**config.mk**
```make
export PLATFORM = sky130hd
export DESIGN_NAME = rr_arbiter_n
export DESIGN_NICKNAME = d
export VERILOG_FILES = /design/src/rtl/rr_arb_pkg.sv /design/src/rtl/rr_prio_pick.sv /design/src/rtl/rr_arbiter_n.sv
export SDC_FILE = /design/constraint.sdc
export NUM_CORES = 1
export LEC_CHECK = 0
export ABC_AREA = 1
export CAP_MARGIN = 40
export CORE_MARGIN = 2
export CORE_UTILIZATION = 35
export DETAILED_ROUTE_END_ITERATION = 12
export GPL_ROUTABILITY_DRIVEN = 0
export PLACE_DENSITY_LB_ADDON = 0.25
export SYNTH_ARGS = -nofsm -noshare
export SYNTH_HDL_FRONTEND = slang
export SYNTH_HIERARCHICAL = 1
export SYNTH_SLANG_ARGS = --single-unit
export TNS_END_PERCENT = 100
```
**constraint.sdc**
```tcl
create_clock -name clk -period 4 [get_ports clk]
set_clock_uncertainty 0.05 [all_clocks]
set_input_delay 0.8 -clock clk [delete_from_list [all_inputs] [get_ports clk]]
set_output_delay 0.8 -clock clk [all_outputs]
set_load 0.1 [all_outputs]
```
**src/rtl/rr_arb_pkg.sv**
```systemverilog
// Shared types and helpers for the N-way round-robin arbiter.
//
// Contents:
//   arb_state_e    - arbiter FSM state (IDLE: no owner, GRANT: owner = gnt_id)
//   MAX_N          - largest supported requester count
//   onehot_to_idx  - binary index of a one-hot vector (zero-extended to MAX_N)
package rr_arb_pkg;

    typedef enum logic {
        IDLE  = 1'b0,
        GRANT = 1'b1
    } arb_state_e;

    localparam int MAX_N = 32;

    // OR-reduction encoder: exact for one-hot inputs, returns 0 for all-zero.
    function automatic logic [4:0] onehot_to_idx(input logic [MAX_N-1:0] oh);
        logic [4:0] idx;
        idx = '0;
        for (int i = 0; i < MAX_N; i++) begin
            if (oh[i]) begin
                idx = idx | 5'(i);
            end
        end
        return idx;
    endfunction

endpackage

```
**src/rtl/rr_prio_pick.sv**
```systemverilog
// Combinational round-robin priority pick.
//
// Returns the first requester at or after (last+1) mod N, scanning upward with
// wrap-around, as a one-hot vector (all zero when nothing is requesting).
//
// Ports:
//   req  [N-1:0]   request vector
//   last [IDW-1:0] index of the most recent owner (lowest priority)
//   pick [N-1:0]   one-hot winner, or zero
//   any            |req
module rr_prio_pick #(
    parameter int N   = 4,
    parameter int IDW = $clog2(N)
) (
    input  logic [N-1:0]   req,
    input  logic [IDW-1:0] last,
    output logic [N-1:0]   pick,
    output logic           any
);

    logic [IDW:0]     start;
    logic [2*N-1:0]   dbl;
    logic [2*N-1:0]   rot_dbl;
    logic [2*N-1:0]   back_dbl;
    logic [N-1:0]     rot;
    logic [N-1:0]     rot_pick;

    // Rotate the request vector right so the highest-priority slot lands at
    // bit 0, isolate the lowest set bit, then rotate the winner back. Both
    // rotates use a doubled vector so a plain shift performs the wrap.
    always_comb begin
        start    = ({1'b0, last} == (IDW+1)'(N-1)) ? '0 : {1'b0, last} + (IDW+1)'(1);
        dbl      = {req, req};
        rot_dbl  = dbl >> start;
        rot      = rot_dbl[N-1:0];
        rot_pick = rot & (~rot + N'(1));
        back_dbl = {rot_pick, rot_pick} << start;
        pick     = back_dbl[2*N-1:N];
        any      = |req;
    end

endmodule

```
**src/rtl/rr_arbiter_n.sv**
```systemverilog
// N-way round-robin arbiter with registered one-hot grant, per-requester grant
// locking and a hold limit that forces release so nobody starves.
//
// Handshake: req is a level request. A requester owns the resource in every
// cycle its gnt bit is high; gnt reflects req/lock sampled on the previous
// edge, so an owner that drops req still sees gnt for that cycle and loses it
// on the next edge. With lock high the owner keeps the grant while req stays
// high, until MAX_HOLD consecutive grant cycles have elapsed (0 = unlimited).
//
// Ports:
//   clk       clock, rising edge
//   rst       synchronous active-high reset
//   req       [N-1:0] requests
//   lock      [N-1:0] grant lock per requester (only the owner's bit matters)
//   gnt       [N-1:0] registered one-hot grant, zero when idle
//   gnt_vld   |gnt
//   gnt_id    [IDW-1:0] index of current owner, holds last value when idle
//   preempt   high in the last grant cycle when only the hold limit ends it
//   dbg_state FSM state
module rr_arbiter_n
    import rr_arb_pkg::*;
#(
    parameter int N        = 4,    // 2..32
    parameter int MAX_HOLD = 16,
    parameter int IDW      = $clog2(N),
    parameter int HCW      = (MAX_HOLD < 1) ? 1 : $clog2(MAX_HOLD + 1)
) (
    input  logic            clk,
    input  logic            rst,
    input  logic [N-1:0]    req,
    input  logic [N-1:0]    lock,
    output logic [N-1:0]    gnt,
    output logic            gnt_vld,
    output logic [IDW-1:0]  gnt_id,
    output logic            preempt,
    output arb_state_e      dbg_state
);

    localparam logic [HCW-1:0] HOLD_LAST = HCW'((MAX_HOLD == 0) ? 0 : MAX_HOLD - 1);

    arb_state_e     state, state_n;
    logic [N-1:0]   gnt_n;
    logic [IDW-1:0] gnt_id_n;
    logic [IDW-1:0] last, last_n;
    logic [HCW-1:0] hold_cnt, hold_cnt_n;

    logic           own_req, own_lock;
    logic           rel_drop, rel_unlk, rel_to, rel;
    logic [IDW-1:0] pick_last;
    logic [N-1:0]   pick;
    logic           any;
    logic [MAX_N-1:0] pick_ext;
    logic [IDW-1:0] pick_idx;

    // Release conditions for the current owner.
    always_comb begin
        own_req  = req[gnt_id];
        own_lock = lock[gnt_id];
        rel_drop = !own_req;
        rel_unlk = !own_lock;
        rel_to   = (MAX_HOLD != 0) && (hold_cnt == HOLD_LAST);
        rel      = rel_drop | rel_unlk | rel_to;
    end

    // On release the pointer moves to the owner in the same edge, so the
    // re-arbitration already treats the outgoing owner as lowest priority.
    assign pick_last = (state == GRANT && rel) ? gnt_id : last;

    rr_prio_pick #(
        .N   (N),
        .IDW (IDW)
    ) u_pick (
        .req  (req),
        .last (pick_last),
        .pick (pick),
        .any  (any)
    );

    always_comb begin
        pick_ext          = '0;
        pick_ext[N-1:0]   = pick;
        pick_idx          = IDW'(onehot_to_idx(pick_ext));
    end

    always_comb begin
        state_n    = state;
        gnt_n      = gnt;
        gnt_id_n   = gnt_id;
        last_n     = last;
        hold_cnt_n = hold_cnt;
        case (state)
            IDLE: begin
                if (any) begin
                    state_n    = GRANT;
                    gnt_n      = pick;
                    gnt_id_n   = pick_idx;
                    hold_cnt_n = '0;
                end
            end
            GRANT: begin
                if (!rel) begin
                    hold_cnt_n = hold_cnt + HCW'(1);
                end else begin
                    last_n     = gnt_id;
                    hold_cnt_n = '0;
                    if (any) begin
                        gnt_n    = pick;
                        gnt_id_n = pick_idx;
                    end else begin
                        state_n  = IDLE;
                        gnt_n    = '0;
                    end
                end
            end
            default: begin
                state_n = IDLE;
                gnt_n   = '0;
            end
        endcase
    end

    always_ff @(posedge clk) begin
        if (rst) begin
            state    <= IDLE;
            gnt      <= '0;
            gnt_id   <= '0;
            last     <= IDW'(N - 1);
            hold_cnt <= '0;
        end else begin
            state    <= state_n;
            gnt      <= gnt_n;
            gnt_id   <= gnt_id_n;
            last     <= last_n;
            hold_cnt <= hold_cnt_n;
        end
    end

    assign gnt_vld   = |gnt;
    assign preempt   = (state == GRANT) && rel_to && own_req && own_lock;
    assign dbg_state = state;

endmodule

```
==> flow_summary.yaml, run 1 <==
outcome:
  status: "complete, no violations"
placed_design:
  dpl.hpwl_mm: 1.95
  place_area_um2: 1320
  placed_cells: 201
  io_buffers: 18
floorplanning:
  core_region_area_um2: 2730
  die_w_um: 57.3
  dieArea_um2: 3280
  initial_core_util_pct: 36.4
  row_count: 19
  dieHeight_um: 57.3
  io_pins: 19
synthesis:
  synthFlopType: "dfxtp_1"
  yosysSeqAreaShare_pct: 28.2
  synthMuxAreaShare_pct: 0
  ys_ff_latch: 14
  synthCells: 146
  syn_area_um2: 995
  synth_top_cells_by_count: "38 x nand2_1, 26 x nand3_1, 14 x dfxtp_1"
  synthXorXnorAreaFrac_pct: 0.881
  synth-async-reset-ratio_pct: 0
  synth_top_area_cell: "dfxtp_1"
  yosys_warnings: 6
  yosysMostFrequentCell: "nand2_1"
  syn_avg_cell_area_um2: 6.81
  synth_top_family_by_area: "simple AND/OR/NAND/NOR gates"
  synth_fa_ha_area_share_pct: 3.77
  synthSimpleGateAreaFrac_pct: 49.6
  syn-num-nets: 159
  synth_compound_area_share_pct: 10.8
  synth_area_leaders: "dfxtp_1 28%, nand2_1 14%, nand3_1 13%, nand3_2 7.0%, inv_1 4.2%"
  synth_top_area_share_pct: 28.2
  synth_cell_types: 23
  synth_edf_count: 0
timing:
  worst_pin_slew_ns: 0.373
  final.period_utilization_pct: 85.4
  setup_viol: 0
  min_period_ns: 3.42
  hold_viol_final: 0
  finalSetupTns_ns: 0
  fmax_mhz: 293
  rsz0062_at_grt: "false"
  slew_headroom_pct: 75.1
  finalMaxSlewViolations: 0
setup_path:
  worst-setup-path-type: "input port to register"
  cp_cell_sequence: "clkdlybuf4s50_1, nand3_1, nand3_2, nand3_4, nand2_4, nand2_1, o21ai_0, ha_1, inv_2, nand3_2, nand2_4, nand2_2, o21ai_1, nand3_1, nand2_1, nor2_1, nand3_1, nand2_1, nor2_1"
  worstPathRequired_ns: 4.17
  critPathMaxStageDelay_ns: 0.46
  arrival_ns: 3.59
  endpoint_kind: "register"
  r2r_slack_ns: 0.85
  path_max_fanout: 10
  worst_path_max_delay_cell: "clkdlybuf4s50_1"
  cp-start-kind: "input port"
flow_run:
  drv_cap: 0
finish:
  area_growth_syn_to_layout_pct: 36.7
  diodes: 0
  fill_cells: 266
  fin_area_um2: 1360
  nets: 188
  final_cells: 205
  drive_above_1_share_pct: 20.1
drt:
  initialDrtViolationCount: 25
  vias: 1058
  dr.pass1.iters: 4
  antenna_left: 0
  post-route-drc-count: 0
  drt-vias-per-instance: 5.16
  routed_wirelength_mm: 2.34
  wire_per_inst_um: 11.4
cts:
  root_buffer: "clkbuf_4"
  post_cts_resized: 0
  clock_latency_ns: 0.28
  postCtsSetupRepairBufs: 0
  htreeDepth: 1
  tritoncts: "done"
  path_clk_slew_ns: 0.08
  hold_buffers: 0
  cts-buffers-inserted: 3
  cts_sinks: 14
  clockBufferDepth: 2
global_route:
  overflow: 0
  antenna_found_initial: 0
  grt_usage_pct: 16.3
  grt_first_pass_wirelength_mm: 4.24
  grt_pass1_vias: 1019
  grt_max_degree: 11
power:
  peakVddDrop_v: 0.000509
  p_clk_share_pct: 8.4
  power_frac_seq_pct: 16.1
  power.leakage_nw: 0.598
  powerDensity_nw_per_um2: 878
  p_sw_uw: 654
  switching_share_pct: 54.8
  combPwrFrac_pct: 75.5
  p_int_uw: 540
worst_hold_path:
  hold_path.class: "register to register"
[per-layer routing]
| layer | vias to the layer above | GRT usage [%] | wire length (µm) |
|---|---|---|---|
| met5 | - | 0 | 0 |
| met4 | 0 | 9.97 | 63 |
| met3 | 7 | 1.59 | 24 |
| met2 | 10 | 27.9 | 1220 |
| met1 | 495 | 19.7 | 1030 |
| li1 | 546 | - | - |
[cell families (layout without fill, tap and decap cells)]
logic type	after synthesis	count (layout)
fa+ha+maj	3	3
xor+xnor	1	1
buf+inv	17	45
simple gates	92	92
flops	14	14
compound gates	19	19
[power by group through the flow]
stage	sequential (mW)	combinational, mW	clock [mW]
after floorplan	0.326	0.534	0
after global placement	0.195	0.809	0
after detailed placement	0.195	0.905	0
after CTS	0.192	0.907	0.103
after global routing	0.197	0.988	0.114
final	0.192	0.902	0.100
[metrics by stage]
stage                     power (mW)  utilization (%)  setup slack (ns)  hold WS, ns
after floorplan                0.860                -             0.379        0.386
after global placement          1.00             44.0             0.340        0.402
after detailed placement        1.10             48.4             0.280        0.407
after CTS                       1.20             49.7             0.573        0.422
after global routing            1.30             49.7             0.316        0.460
final                           1.19             49.7             0.583        0.419
[sequential cells by signal, indices dropped and copies added (netlist names)]
register   cells
gnt            4
last           2
hold_cnt       5
gnt_id         2
dbg_state      1
[layout by cell type (no fill, tap or decap), types with 3 or more instances in the layout]
| cell | instances |
|---|---|
| clkdlybuf4s50_1 | 17 |
| clkbuf_4 | 3 |
| dfxtp_1 | 14 |
| a21oi_1 | 8 |
| nand2_1 | 38 |
| o21ai_0 | 4 |
| inv_1 | 11 |
| nand3_2 | 7 |
| buf_8 | 8 |
| nand2_2 | 3 |
| nor2_1 | 10 |
| ha_1 | 3 |
| nand3_1 | 26 |
| inv_2 | 3 |
| o21ai_1 | 3 |
[worst paths after layout]
path | cells after the start | end | start
setup / recovery | 19 | gnt_id[0] | req[1]
hold / removal | 2 | hold_cnt[4] | hold_cnt[4]
setup reg to reg | 21 | gnt_id[0] | hold_cnt[0]
hold reg to reg | 2 | hold_cnt[4] | hold_cnt[4]
[area by class of cell]
cell class,instances,area (µm²),area share (%)
clock buffer,4,36.3,2.67
tap,31,38.8,2.85
multi-input combinational,115,647,47.6
timing repair buffer,27,305,22.4
inverter,14,52.6,3.86
sequential,14,280,20.6
[critical path, delay by kind of cell]
| family | cells | cell delay [ns] |
|---|---|---|
| and+or+nand+nor | 14 | 1.40 |
| buffers and inverters | 2 | 0.65 |
| adders and majority gates | 1 | 0.45 |
| AOI/OAI and AO/OA | 2 | 0.28 |
Note: power is estimated with default switching activity, not from simulation.
==> run 2, diff against run 1 <==
--- a/config.mk
+++ b/config.mk
@@ -11,6 +11,7 @@
 export CORE_UTILIZATION = 35
 export DETAILED_ROUTE_END_ITERATION = 12
 export GPL_ROUTABILITY_DRIVEN = 0
+export HOLD_SLACK_MARGIN = 0.06
 export PLACE_DENSITY_LB_ADDON = 0.25
 export SYNTH_ARGS = -nofsm -noshare
 export SYNTH_HDL_FRONTEND = slang
==> results of run 2 <==
No change in the layout: final DEF, timing and power equal those of run 1.
==> RTL edit: new RTL, config.mk and constraints of run 2 <==
Set the parameter `MAX_HOLD` to 32 (it was 16).
--- a/src/rtl/rr_arbiter_n.sv
+++ b/src/rtl/rr_arbiter_n.sv
@@ -21,7 +21,7 @@
     import rr_arb_pkg::*;
 #(
     parameter int N        = 4,    // 2..32
-    parameter int MAX_HOLD = 16,
+    parameter int MAX_HOLD = 32,
     parameter int IDW      = $clog2(N),
     parameter int HCW      = (MAX_HOLD < 1) ? 1 : $clog2(MAX_HOLD + 1)
 ) (
Function: no difference found for any inputs over 10 cycles, from zero or initial values and one cycle with rst high; that may be too few to reach the edited logic, so the function may still have changed.
==> RTL edit against run 2 <==
Global-route usage fell by 0.47 points. Via count rose by 5.9%. Non-clock buffer count unchanged. Area after synthesis is 9.6% higher. Final area grew 6.3%. Final cell count rose by 6.3%. Count of clock-buffer cells in the layout is 1 lower. Sequential power grew 5%. Routed wire length increased by 7.9%. Worst setup slack improved by 0.028 ns. Total power up 0.48%. Sequential cell count rose by 1.
==> RTL edit: results <==
export IMPL_outcome="finished clean"
export IMPL_vias=1120
export IMPL_cts_htree_levels=1
export IMPL_rr_startpoint="hold_cnt[0]"
export IMPL_crit_slowest_cell="clkdlybuf4s50_1"
export IMPL_yosysWarnings=6
export IMPL_cts_max_path_buffers=2
export IMPL_clk_pin_slew_ns=0.09
export IMPL_nNetsFinal=198
export IMPL_grt_pass1_wl_um=4395
export IMPL_routed_top_layer="met4"
export IMPL_worstMarginPinSlew_ns=0.4153
export IMPL_ys_seq_area_frac=0.2755
export IMPL_cts_resized=0
export IMPL_wl_met1_um=1108
export IMPL_hpwlAfterDp_um=2124
export IMPL_p_leak_nw=0.6240
export IMPL_drive_above_1_share=0.2324
export IMPL_post_cts_buffers=0
export IMPL_first_global_vias=1043
export IMPL_reg2reg_slack_ns=1.01
export IMPL_yosys_most_used_dff="dfxtp_1"
export IMPL_grt_usage=0.1586
export IMPL_reg2reg_depth=20
export IMPL_clk_latency_ns=0.29
export IMPL_drtIter0Drc=48
export IMPL_met3WireLength_um=27
export IMPL_arrival_ns=3.57
export IMPL_min_delay_start="last[0]"
export IMPL_antenna_found_initial=0
export IMPL_critPathMaxStageDelay_ns=0.54
export IMPL_switching_share=0.5526
export IMPL_min_path_type="reg -> reg"
export IMPL_synth_edf_count=0
export IMPL_syn_nets=169
export IMPL_synth_area_top_cells="dfxtp_1 28%, nand2_1 14%, nand3_1 11%, nand3_2 6.4%, nor2_1 3.8%"
export IMPL_ys_async_sr_fraction=0
export IMPL_ir_drop_v=0.0003034
export IMPL_grt_max_degree=11
export IMPL_drt_pass1_iterations=6
export IMPL_wl_met2_um=1337
export IMPL_ys_top_cells_by_count="40 x nand2_1, 25 x nand3_1, 15 x dfxtp_1, 11 x nor2_1, 9 x inv_1"
export IMPL_cts_made_buffers=3
export IMPL_synth_cell_types=26
export IMPL_critPathCapture="gnt_id[1]"
export IMPL_reg_top3="hold_cnt x6, gnt x4"
export IMPL_crit_path_start="req[3]"
export IMPL_totalWireLength_um=2523
## RTL edit: cell types whose count changed in the layout (fill, tap and decap cells not counted), moves of 2 or more
cell	run 2	this run
nand2_1	38	40
nor2_4	1	3
o21ai_1	3	5
inv_1	11	9
nand4_1	0	2
## RTL edit: worst max-delay path: cells and delay by family
family | cells | cell delay (ns)
AO/OA/AOI/OAI | 2 | 0.29
adder cells (fa/ha/maj) | 1 | 0.38
buffers and inverters | 2 | 0.73
AND/OR/NAND/NOR | 14 | 1.37
## RTL edit: power groups by stage
stage	clock [W]	combinational [W]	sequential [W]
final	0.0000879	0.000911	0.000202
after global routing	0.0000962	0.000997	0.000206
after CTS	0.0000901	0.000917	0.000202
after detailed placement	0	0.000914	0.000206
after global placement	0	0.000816	0.000205
after floorplan	0	0.000546	0.000337
## RTL edit: per-stage QoR
step                      hold slack (ns)  cells  worst slack, ns  cell area, µm²
final                              0.4250    218           0.6115            1445
after global routing               0.4720    218           0.3250            1445
after CTS                          0.4345    218           0.6130            1445
after detailed placement           0.4130    214           0.3199            1418
after global placement             0.4006    206           0.3813            1297
after floorplan                    0.3891    157           0.5057            1095
## RTL edit: area by class of cell
| type | instances | area [µm²] |
|---|---|---|
| Clock buffer | 3 | 22.52 |
| Clock inverter | 1 | 5.005 |
| Fill cell | 311 | 1558 |
| Inverter | 13 | 48.80 |
| Multi-Input combinational cell | 126 | 721.9 |
| Sequential cell | 15 | 300.3 |
| Tap cell | 33 | 41.29 |
| Timing Repair Buffer | 27 | 305.3 |
## RTL edit: layer usage
metal / vias to the layer above / track usage
met1: 519 / 0.1855
met3: 5 / 0.01299
met5: - / 0
met4: 0 / 0.06667
li1: 588 / -
met2: 8 / 0.2919
## RTL edit: cell families (layout without fill, tap and decap cells)
logic type,after synthesis,count (layout),synth area share
and+or+nand+nor,102,102,0.5155
AOI/OAI and AO/OA,22,22,0.1194
buffers and inverters,16,44,0.06658
DFF,15,15,0.2755
adders and majority gates,2,2,0.02296
## RTL edit: worst min path at each step
stage,to,slack [ns],cells after the start
floorplan,last[0],0.39,2
global placement,last[0],0.40,2
detailed placement,last[0],0.41,2
CTS,last[0],0.43,2
global route,last[0],0.47,2
finish,last[0],0.42,2
